--- config.mk ---
export PLATFORM = sky130hd
export DESIGN_NAME = divider8_seq
export DESIGN_NICKNAME = d
export VERILOG_FILES = /design/src/rtl/divider8_seq.sv
export SDC_FILE = /design/constraint.sdc
export NUM_CORES = 1
export LEC_CHECK = 0
export ABC_CLOCK_PERIOD_IN_PS = 3600
export BUFFER_PORTS_ARGS = -buffer_cell sky130_fd_sc_hd__buf_2
export CAP_MARGIN = 30
export CORE_MARGIN = 1.5
export CORE_UTILIZATION = 23
export CTS_CLUSTER_DIAMETER = 120
export CTS_CLUSTER_SIZE = 28
export DETAILED_ROUTE_END_ITERATION = 10
export GPL_ROUTABILITY_DRIVEN = 0
export PLACE_DENSITY_LB_ADDON = 0.1
export SLEW_MARGIN = 20
export SYNTH_ARGS = -nofsm -noshare
export SYNTH_HDL_FRONTEND = slang
export SYNTH_SLANG_ARGS = --single-unit
--- constraint.sdc ---
create_clock -name clk -period 3.6 [get_ports clk]
set_input_delay 0.36 -clock clk [delete_from_list [all_inputs] [get_ports clk]]
set_output_delay 0.36 -clock clk [all_outputs]
set_load 0.02 [all_outputs]
--- src/rtl/divider8_seq.sv ---
// rtl/divider8_seq.sv - sequential unsigned 8-bit restoring divider, one quotient bit per cycle
module divider8_seq (
  input  logic       clk,
  input  logic       rst_n,
  input  logic       in_valid,
  output logic       in_ready,
  input  logic [7:0] dividend,
  input  logic [7:0] divisor,
  output logic       out_valid,
  input  logic       out_ready,
  output logic [7:0] quotient,
  output logic [7:0] remainder,
  output logic       div_by_zero
);

  typedef enum logic [1:0] {IDLE, BUSY, DONE} state_t;

  state_t     state_q;
  logic [7:0] q_q;
  logic [7:0] d_q;
  logic [7:0] r_q;
  logic [2:0] cnt_q;
  logic       dz_q;

  logic [8:0] t_d;
  logic       borrow_d;
  logic [7:0] r_d;
  logic [7:0] q_d;

  // t_d is the 9-bit shifted partial remainder; whatever is kept after a step
  // is below the divisor, so the stored remainder always fits in 8 bits.
  always_comb begin
    t_d      = {r_q, q_q[7]};
    borrow_d = (t_d < {1'b0, d_q});
    r_d      = borrow_d ? t_d[7:0] : (t_d[7:0] - d_q);
    q_d      = {q_q[6:0], ~borrow_d};
  end

  always_ff @(posedge clk or negedge rst_n) begin
    if (!rst_n) begin
      state_q <= IDLE;
      q_q     <= 8'd0;
      d_q     <= 8'd0;
      r_q     <= 8'd0;
      cnt_q   <= 3'd0;
      dz_q    <= 1'b0;
    end else begin
      case (state_q)
        IDLE: begin
          if (in_valid) begin
            q_q     <= dividend;
            d_q     <= divisor;
            r_q     <= 8'd0;
            cnt_q   <= 3'd0;
            dz_q    <= (divisor == 8'd0);
            state_q <= BUSY;
          end
        end
        BUSY: begin
          q_q   <= q_d;
          r_q   <= r_d;
          cnt_q <= cnt_q + 3'd1;
          if (cnt_q == 3'd7) state_q <= DONE;
        end
        DONE: begin
          if (out_ready) state_q <= IDLE;
        end
        default: state_q <= IDLE;
      endcase
    end
  end

  assign in_ready    = (state_q == IDLE);
  assign out_valid   = (state_q == DONE);
  assign quotient    = q_q;
  assign remainder   = r_q;
  assign div_by_zero = dz_q;

endmodule
=== After elaboration in Yosys (flattened, before gate mapping) ===
Index checks and enable logic that the tools add are counted.

* Input port bits: 20
* Flip-flop bits (word level): 30
* Output and inout port bits: 19

* Bitwise logic cells: 1
* Magnitude comparators: 1
* Mux-type cells: 11
* Add/sub/neg operators: 2
* Equal/unequal tests: 6
* Reduce and logical (&&, ||, !) cells: 6

{| class="wikitable"
|+ Operator list
! cell !! number
|-
| $pmux 8 s2 || 2
|-
| $mux 8 || 3
|-
| $lt 9x8->1 || 1
|-
| $logic_not 8->1 || 1
|-
| $sub 8x8->8 || 1
|-
| $mux 2 || 3
|-
| $pmux 2 s3 || 1
|-
| $pmux 3 s2 || 1
|-
| $ne 2x2->1 const B || 2
|-
| $reduce_and 2->1 || 2
|-
| $add 3x1->3 const B || 1
|-
| $eq 3x3->1 const B || 1
|-
| $mux 3 || 1
|-
| $reduce_and 3->1 || 1
|-
| $eq 2x1->1 const B || 1
|-
| $eq 2x2->1 const B || 1
|-
| $logic_not 2->1 || 1
|-
| $ne 2x1->1 const B || 1
|-
| $reduce_bool 2->1 || 1
|-
| $not 1->1 || 1
|}

=== Depth between registers and ports, before layout ===
Gate-level depths: netlist of run 1.

* Depth after elaboration: 3
* Gate-level depth with buffers: 9

=== Worst setup path before layout of run 1 ===
OpenSTA, ideal clock, no wires.

* Path kind: register to register
* Start: reg r_q[5], in the netlist remainder[5]
* End: reg r_q[1], in the netlist remainder[1]
* Data required time: 3.465 ns
* Setup time: 0.135 ns
* Arrival time: 1.858 ns
* Setup slack: 1.608 ns
* Cell stages (with the launch flop): 7
* Cells stage by stage: dfrtp_1 > ha_1 > a21oi_1 > o221ai_2 > nor2_4 > mux2i_1 > o22ai_1

* Word-level cells in the longest chain between the ends: 3

{| class="wikitable"
|+ Ends and longest elaborated chain
! what !! line !! source
|-
| start: declaration || 21 || <nowiki>logic [7:0] r_q;</nowiki>
|-
| start signal: assignment || 61 || <nowiki>r_q <= r_d;</nowiki>
|-
| $lt 9x8->1 || 34 || <nowiki>borrow_d = (t_d < {1'b0, d_q});</nowiki>
|-
| $mux 8 || 35 || <nowiki>r_d = borrow_d ? t_d[7:0] : (t_d[7:0] - d_q);</nowiki>
|-
| $pmux 8 s2 || 48 || <nowiki>case (state_q)</nowiki>
|}

No other way between the ends.
A chain may end at the register's enable or synchronous reset.

=== Worst setup path in the final report of run 1 ===
Ends and elaborated chain as after synthesis.

==> results of run 1 <==
==> metrics by stage <==
stage / total power [mW] / util [%] / setup slack [ns] / instances / hold WS [ns]
after floorplan: 1.67 / - / 1.61 / 173 / 0.0644
after global placement: 2.05 / 27.5 / 1.43 / 304 / 0.467
after detailed placement: 2.02 / 27.5 / 1.43 / 304 / 0.474
after CTS: 2.33 / 28.8 / 1.43 / 312 / 0.161
after global routing: 2.52 / 28.8 / 1.29 / 312 / 0.173
final: 2.27 / 28.8 / 1.45 / 312 / 0.142
==> layout by cell type, fill, tap and decap left out, drive strengths merged, types with 2 or more instances in the layout <==
master | synthesis | layout
clkbuf | 5 | 7
a32oi | 4 | 4
xor2 | 4 | 4
dfrtp | 30 | 30
a22o | 3 | 3
o21bai | 3 | 3
ha | 10 | 10
nand2 | 26 | 26
a21oi | 5 | 5
inv | 13 | 13
buf | 3 | 40
a211oi | 2 | 2
nor4 | 2 | 2
o21ai | 24 | 24
nor2 | 8 | 8
nor2b | 2 | 2
mux2i | 10 | 10
a31oi | 3 | 3
nand2b | 2 | 2
nand3 | 2 | 2
==> kinds of logic (layout without fill, tap and decap cells) <==
logic type | count (synthesis) | in the layout | share of synthesized area, %
xor gates and xnor gates | 5 | 5 | 2.60
buffers and inverters | 21 | 61 | 5.20
and+or+nand+nor | 44 | 44 | 12.0
DFF | 30 | 30 | 44.5
muxes | 11 | 11 | 6.61
adders and majority gates | 11 | 11 | 8.61
AOI/OAI and AO/OA | 51 | 51 | 20.5
==> sequential cells by signal (all words and copies together), names as in the netlist <==
name,count
cnt_q,3
d_q,8
div_by_zero,1
quotient,8
remainder,8
state_q,2
==> routing by layer <==
layer / share of wire [%] / global-route usage (%) / up-vias / wire length, microns
met5: 0 / 0 / - / 0
met4: 1.2 / 3.84 / 0 / 52
met3: 4.0 / 3.92 / 5 / 167
met2: 48 / 19.5 / 26 / 2030
met1: 46 / 15.4 / 646 / 1950
li1: - / - / 684 / -
==> power by group through the flow <==
stage / clock, mW / combinational (mW) / sequential, mW
4_1_cts: 0.299 / 1.41 / 0.618
5_1_grt: 0.323 / 1.56 / 0.642
6_report: 0.283 / 1.38 / 0.614
3_5_place_dp: 0 / 1.40 / 0.622
3_3_place_gp: 0 / 1.43 / 0.625
2_1_floorplan: 0 / 0.968 / 0.699
==> final cells by class <==
cell class,count,area [sq um]
fill,766,5110
multi-input combinational,122,847
sequential,30,751
timing repair buffer,40,205
tap,99,124
clock buffer,7,86.3
inverter,13,48.8
clock inverter,1,5.00
==> critical path, delay by kind of cell (launching register included) <==
family                     cells  cell delay, ns
muxes                          1            0.26
adders and majority gates      1            0.38
and+or+nand+nor                1            0.31
AOI/OAI and AO/OA              3            0.65
DFF                            1            0.42
==> cells in the mapped netlist, drive strengths merged (2+ instances only) <==
library cell	number	area share (%)
a22o	3	1.6
nand2b	2	0.74
nor2	8	2.2
dfrtp	30	45
xor2	4	2.1
a32oi	4	2.1
buf	3	1.2
a21oi	5	1.5
clkbuf	5	1.1
nand2	26	5.8
nor2b	2	0.74
inv	13	2.9
a31oi	3	1.1
o21ai	24	7.1
a211oi	2	0.89
nor4	2	0.74
ha	10	7.4
nand3	2	0.59
o21bai	3	1.3
mux2i	10	5.9
==> final timing paths <==
kind / slack, ns / to / from / cells after the start
max reg2reg: 1.45 / remainder[1] / remainder[5] / 6
max: 1.45 / remainder[1] / remainder[5] / 6
min reg2reg: 0.51 / cnt_q[0] / cnt_q[0] / 1
min: 0.14 / remainder[7] / rst_n / 1
min in group clk: 0.30 / d_q[6] / divisor[6] / 3
max in group asynchronous: 2.99 / cnt_q[0] / rst_n / 1
==> reports/results.txt, run 1 <==
Status: completed
Layout cells sized above 1: 24.4%
Post-DP HPWL: 3060 microns
Final layout net count: 243
Critical path class: reg -> reg
Routed wire length per instance: 13.5 microns
Ys async rst share: 100%
Post-Route Skew: 0.00653 ns
Slew at the pin closest to its max-slew limit: 0.781 ns
Number of global-route vias before repair: 1,358
DRC violations left: 0
Largest net degree at the start of global routing: 31
Crit path max fanout: 10
Core Rows: 31
Hold WC Path Type: in -> async
Max Cap Violations: 0
Internal: 1.19 mW
WP data required: 3.74 ns
Antenna Cells: 0
Switch share: 47.5%
Grt total ovfl: 0
Setup Buffers After CTS: 0
Tot GR Track Use: 12.1%
Vias per inst: 4.36
Final Setup Violations: 0
Register area share after synthesis: 44.5%
Setup Total Neg Slack: 0 ns
Number of synthesized flops with an enable pin: 0
Worst-path cell chain: ha_1 > a21oi_1 > o221ai_2 > nor2_4 > mux2i_1 > o22ai_1
IO Count: 39
Crit path capture type: flop
Num CTS Buffers: 5
Crit path time final: 2.15 ns
Starting DRT DRC Count: 29
CTS tree: built
Area Growth Syn to Fin: 22.6%
Number of synthesized register bits: 30
DR pass1 iterations: 4
NetSw: 1.08 mW
Antenna violations before repair: 0
Routed Antenna Nets: 0
Worst Path Arrival: 2.29 ns
Final Cycle Share: 59.8%
Combinational Power Share: 60.5%
Die Area: 7850 sq um
Cell Pwr Density: 1100 nW/um^2
Clk network pwr share: 12.5%
Upper clock frequency limit: 0.464 GHz
Final Hold Fails: 0
Leakage Power: 0.956 nW
Worst setup SP type: flop
Most used DFF post-synth: dfrtp_1
Placed inst area: 1980 sq um
Worst path slowest cell: dfrtp_1
Maximum VDD drop: 0.000310 V
Cells after synthesis: 173
CTS max path bufs: 2
Design area: 2070 sq um
Routed vias: 1,361
Clk_lat worst skew: 0.28 ns
Mapped Nets: 204
Port bufs: 38
Chip height: 88.6 microns
Fin. max-slew vios: 0
Clk slew on worst S/H paths: 0.07 ns
CTS Sinks: 30
Clock root buffer: clkbuf_8
Post-synthesis cell type count: 35
Warnings from Yosys: 0
Mean post-synth cell area: 9.74 sq um
Synthesized cell area: 1690 sq um
Worst slew margin: 47.8%
RSZ-0062 raised after global routing: false
First-pass GRT wire length: 6950 microns
Die Wd: 88.6 microns
Std-Cell Core Area: 7180 sq um
Initial Util: 23.5%
Cts-stage hold buffer count: 0
Post-cts sizing count: 0
Sequential power share: 27.0%
CTS H-tree lvls: 2
Total length of routed wires: 4200 microns
Crit-path max cell delay: 0.42 ns
Power figures use the tool's default switching activity.
==> run 2: changes to the inputs <==
ABC_CLOCK_PERIOD_IN_PS = 1900   (was 3600)
clock period = 1.9 ns   (was 3.6 ns; I/O delays follow)
==> run 2 against run 1 <==
The flow now finishes with violations (negative setup slack); sequential share of layout area is 4.5 points lower; sequential cell count stayed put; worst hold slack worse by 0.020 ns; clock power is 89% higher; register-to-register slack worse by 1.5 ns; sequential power is 91% higher; largest power group unchanged; highest routed layer unchanged.
==> reports/results.txt, run 2 (synthesis results as in run 1) <==
Status: complete, but fails checks
Failing checks: negative setup slack
Upper clock frequency limit: 0.523 GHz
Port bufs: 38
Tot GR Track Use: 12.1%
Starting DRT DRC Count: 61
Layout cells sized above 1: 39.2%
Crit path launch: remainder[2]
Final layout net count: 270
RR Endpoint: remainder[7]
Worst slew margin: 52.7%
Post-DP HPWL: 3240 microns
Antenna violations before repair: 0
Final Hold Fails: 0
Post-Route Skew: 0.00720 ns
Crit path capture type: flop
Internal: 2.89 mW
Total length of routed wires: 4510 microns
CTS tree: built
Number of global-route vias before repair: 1,407
Max Cap Violations: 0
Crit path time final: 1.91 ns
Clk_lat worst skew: 0.28 ns
Routed vias: 1,472
Crit path max fanout: 5
Crit-path max cell delay: 0.43 ns
Area Growth Syn to Fin: 40.8%
GR Layer Usage met2: 17.4%
Worst Path Arrival: 2.12 ns
Clock root buffer: clkbuf_8
CTS max path bufs: 2
Setup WS pre-CTS: -0.00452 ns
WP data required: 2.11 ns
Final Cycle Share: 101%
Hold worst-path end: d_q[2]
Cell Pwr Density: 2190 nW/um^2
Clk slew on worst S/H paths: 0.07 ns
Clk network pwr share: 10.3%
Leakage Power: 1.09 nW
IO Count: 39
Slew at the pin closest to its max-slew limit: 0.710 ns
Depth of the most critical reg-to-reg path: 6
Sequential power share: 22.4%
Routed wire length per instance: 13.3 microns
Antenna Cells: 0
Worst setup SP type: flop
Largest net degree at the start of global routing: 31
Die Wd: 88.6 microns
DRC violations left: 0
Grt total ovfl: 0
Critical path class: reg -> reg
Setup Total Neg Slack: -0.0189 ns
Vias per inst: 4.34
Final critical-path setup slack: -0.0135 ns
Commonest non-fill, non-tap cell in the layout: buf_2
Fin. max-slew vios: 0
Num CTS Buffers: 5
Initial Util: 23.5%
DR pass1 iterations: 4
Worst-path cell chain: ha_1 > nand4_2 > a2111oi_4 > nor2_4 > a311o_1 > o21ai_1
Reg-to-reg slack, setup: -0.01 ns
NetSw: 2.32 mW
Hold Worst Slack: 0.121 ns
Routed Antenna Nets: 0
Core Rows: 31
First-pass GRT wire length: 7120 microns
Met3 Use GR: 4.10%
RSZ-0062 raised after global routing: true
Die Area: 7850 sq um
Min-delay src: divisor[2]
RR Startpoint: remainder[2]
Hold WC Path Type: in -> reg
Most frequent cells in the layout: buf_2, dfrtp_1, buf_4, nand2_1, o21ai_0
Total design power: 5.21 mW
Switch share: 44.6%
Final Setup Violations: 2
Maximum VDD drop: 0.000696 V
Combinational Power Share: 67.3%
Worst path slowest cell: dfrtp_2
Hold Path Cell Cnt: 3
Std-Cell Core Area: 7180 sq um
CTS H-tree lvls: 2
Layer with the highest usage: met2
CTS Sinks: 30
Chip height: 88.6 microns
Met1 Use GR: 17.4%
[run 2: cell count changes in the layout (fill, tap and decap cells not counted), sizes merged]
cell         change
dlygate4sd3      +1
buf             +25
nor2             +1
[run 2: layout make-up]
type / count / area [sq um]
fillers: 746 / 4800
multi-input cells: 123 / 951
flip-flops and latches: 30 / 754
repair buffers: 66 / 403
well taps: 99 / 124
clock buffers: 7 / 86.3
inverters: 13 / 48.8
clock inverters: 1 / 5.00
[run 2: per-stage QoR]
step / cell area (sq um) / cells / utilization (%)
after global routing: 2370 / 339 / 33.1
after CTS: 2310 / 336 / 32.1
after global placement: 2190 / 327 / 30.5
after floorplan: 1730 / 173 / -
final: 2370 / 339 / 33.1
after detailed placement: 2190 / 327 / 30.5
[run 2: worst max-delay path by stage]
| stage | end | slack [ns] | depth (start not counted) |
|---|---|---|---|
| 3_3_place_gp | remainder[6] | -0.01 | 9 |
| 4_1_cts | remainder[5] | 0.001 | 6 |
| 2_1_floorplan | remainder[7] | 0.008 | 6 |
| 6_report | remainder[7] | -0.01 | 6 |
| 3_5_place_dp | remainder[6] | -0.005 | 9 |
| 5_1_grt | remainder[6] | -0.1 | 9 |
[run 2: what timing repair did]
| action | in CTS | in global routing |
|---|---|---|
| setup endpoints to repair | 3 | 9 |
| gates cloned | 0 | 1 |
| pin swaps | 1 | 8 |
| hold buffers | 1 | 0 |
| buffers inserted | 0 | 2 |
| endpoints found under the hold margin | 30 | 0 |
| gates resized for setup | 1 | 10 |
[run 2: worst max-delay path: cells and delay by family (launching register included)]
kind / cells / cell delay [ns]
fa+ha+maj: 1 / 0.32
compound gates: 3 / 0.83
flops: 1 / 0.43
simple gates: 2 / 0.25
[run 2: power by group through the flow]
| stage | clock network [mW] | registers [mW] | logic, mW |
|---|---|---|---|
| global route | 0.605 | 1.21 | 3.91 |
| detailed placement | 0 | 1.16 | 3.24 |
| finish | 0.535 | 1.17 | 3.51 |
| floorplan | 0 | 1.34 | 1.93 |
| global placement | 0 | 1.16 | 3.32 |
| CTS | 0.571 | 1.15 | 3.30 |
[run 2: routing by layer]
| metal | part of all wire [%] | vias to the layer above | routed length [microns] |
|---|---|---|---|
| li1 | - | 748 | - |
| met4 | 0.84 | 0 | 38 |
| met2 | 43 | 32 | 1960 |
| met5 | 0 | - | 0 |
| met3 | 4.5 | 6 | 204 |
| met1 | 51 | 686 | 2300 |
==> run 3: changes to the inputs <==
--- a/config.mk
+++ b/config.mk
@@ -9,5 +9,5 @@
 export BUFFER_PORTS_ARGS = -buffer_cell sky130_fd_sc_hd__buf_2
 export CAP_MARGIN = 30
-export CORE_MARGIN = 1.5
+export CORE_MARGIN = 5
 export CORE_UTILIZATION = 23
 export CTS_CLUSTER_DIAMETER = 120
==> constraint.sdc (replaced) <==
create_clock -name clk -period 1.9 [get_ports clk]
set_input_delay 0.19 -clock clk [delete_from_list [all_inputs] [get_ports clk]]
set_output_delay 0.19 -clock clk [all_outputs]
set_load 0.01 [all_outputs]
==> run 3 against run 2 <==
The flow finishes with violations (negative hold slack); core utilization grew 0.42 points; critical endpoint is now remainder[3]; highest routed layer unchanged; sequential share of layout area shrank 0.55 points; clock skew shrank 0.0040 ns; combinational power is essentially flat; worst setup slack gained 0.021 ns; register-to-register slack gained 0.02 ns; total power shrank 0.63%; critical path depth grew 1; non-clock buffer count grew 4.
==> reports/results.txt, run 3 (synthesis results as in run 1) <==
Starting DRT DRC Count: 37
Num CTS Buffers: 5
Clk_lat worst skew: 0.28 ns
Cell Pwr Density: 2150 nW/um^2
IO Count: 39
First-pass GRT wire length: 7650 microns
CTS H-tree lvls: 2
Area of the multi-input gates: 953 sq um
Chip height: 95.6 microns
Number of global-route vias before repair: 1,515
Crit path time final: 1.89 ns
Critical path class: reg -> reg
Fill cells: 806
Core Rows: 31
CTS tree: built
Routed wire length per instance: 13.3 microns
Critical path's top delay family: compound AO/OA/AOI/OAI gates
Initial Util: 23.5%
Final Cycle Share: 99.6%
Max Cap Violations: 0
Crit path capture type: flop
Worst slew margin: 53.0%
Reg-to-reg slack, setup: 0.007 ns
Vias per inst: 4.38
RR Startpoint: remainder[0]
Leakage Power: 1.11 nW
Depth of the most critical reg-to-reg path: 7
Die Area: 9140 sq um
Std-Cell Core Area: 7180 sq um
Crit path launch: remainder[0]
Port bufs: 38
CTS Sinks: 30
Sequential Area: 751 sq um
Final Hold Fails: 30
Largest net degree at the start of global routing: 31
Levels on crit path: 7
Upper clock frequency limit: 0.528 GHz
Routed vias: 1,490
Post-Layout Cell Count: 340
Clock root buffer: clkbuf_8
Hold Worst Slack: -0.0379 ns
Grt total ovfl: 0
Crit-path max cell delay: 0.40 ns
Placed cells: 333
Commonest non-fill, non-tap cell in the layout: buf_2
Most frequent cells in the layout: buf_2, buf_4, dfrtp_1, nand2_1, o21ai_0
Final Setup Violations: 0
Layout cells sized above 1: 39.0%
Routed Antenna Nets: 0
Crit path max fanout: 6
Antenna Cells: 0
Worst setup SP type: flop
Fin. max-slew vios: 0
Final layout net count: 273
Post-DP HPWL: 3540 microns
Area Growth Syn to Fin: 42.5%
Maximum VDD drop: 0.000572 V
Status: complete, but fails checks
Failing checks: negative hold slack
Antenna violations before repair: 0
DR pass1 iterations: 4
Worst-path cell chain: ha_1 > nand2b_1 > a2111oi_4 > nor2_4 > buf_4 > a32oi_2 > o31ai_2
Worst path slowest cell: dfrtp_1
Critical path capture point: remainder[3]
Post-Route Skew: 0.00317 ns
Clk slew on worst S/H paths: 0.06 ns
Slew at the pin closest to its max-slew limit: 0.705 ns
RR Endpoint: remainder[3]
CTS max path bufs: 2
DRC violations left: 0
Die Wd: 95.6 microns
Total length of routed wires: 4530 microns
Hold WC Path Type: in -> async
Critical path buffers and inverters: 1
Tot GR Track Use: 10.8%
Worst Path Arrival: 2.04 ns
Final Util: 33.5%
RSZ-0062 raised after global routing: true
WP data required: 2.05 ns
-- run 3: cell types whose count changed in the layout (fill, tap and decap cells not counted), moves of 2 or more --
cell,before,now
a32oi_1,4,2
dfrtp_2,3,0
a32oi_2,0,2
dfrtp_1,27,30
buf_4,27,31
-- run 3: area by class of cell --
class                      count  area share, %
clock buffer                   6           3.44
tap                           99           5.16
sequential                    30           31.3
timing repair buffer          70           18.4
inverter                      13           2.03
multi-input combinational    122           39.7
-- run 3: worst min path at each step --
stage,endpoint,slack [ns]
global placement,d_q[6],0.31
global route,remainder[0],0.02
detailed placement,d_q[6],0.30
finish,d_q[5],-0.04
CTS,quotient[0],0.002
floorplan,cnt_q[0],-0.11
-- run 3: per-layer routing --
metal / global-route usage, % / share of wire, % / vias to the layer above
met3: 3.00 / 5.9 / 2
met5: 0 / 0 / -
met4: 2.49 / 0.42 / 0
met2: 16.2 / 45 / 37
li1: - / - / 748
met1: 15.4 / 49 / 703
-- run 3: power by group --
| group | total, mW | switching (mW) | internal, mW |
|---|---|---|---|
| registers | 1.15 | 0.201 | 0.953 |
| logic | 3.52 | 1.77 | 1.75 |
| clock network | 0.503 | 0.225 | 0.279 |
-- run 3: per-stage QoR --
step,TNS (ns),instance area (sq um),total power [mW],setup WS [ns]
6_report,0,2400,5.17,0.00730
3_3_place_gp,-0.0683,2200,4.37,-0.0563
3_5_place_dp,-0.0909,2200,4.32,-0.0687
5_1_grt,-0.500,2400,5.68,-0.117
4_1_cts,-0.0386,2290,4.86,-0.0203
2_1_floorplan,-0.0157,1690,3.07,-0.0157
-- run 3: repair_timing --
item / in CTS / in global routing
setup buffers: 0 / 1
pin swaps: 3 / 7
gates resized for setup: 1 / 16
setup endpoints to repair: 3 / 9
hold buffers: 0 / 0
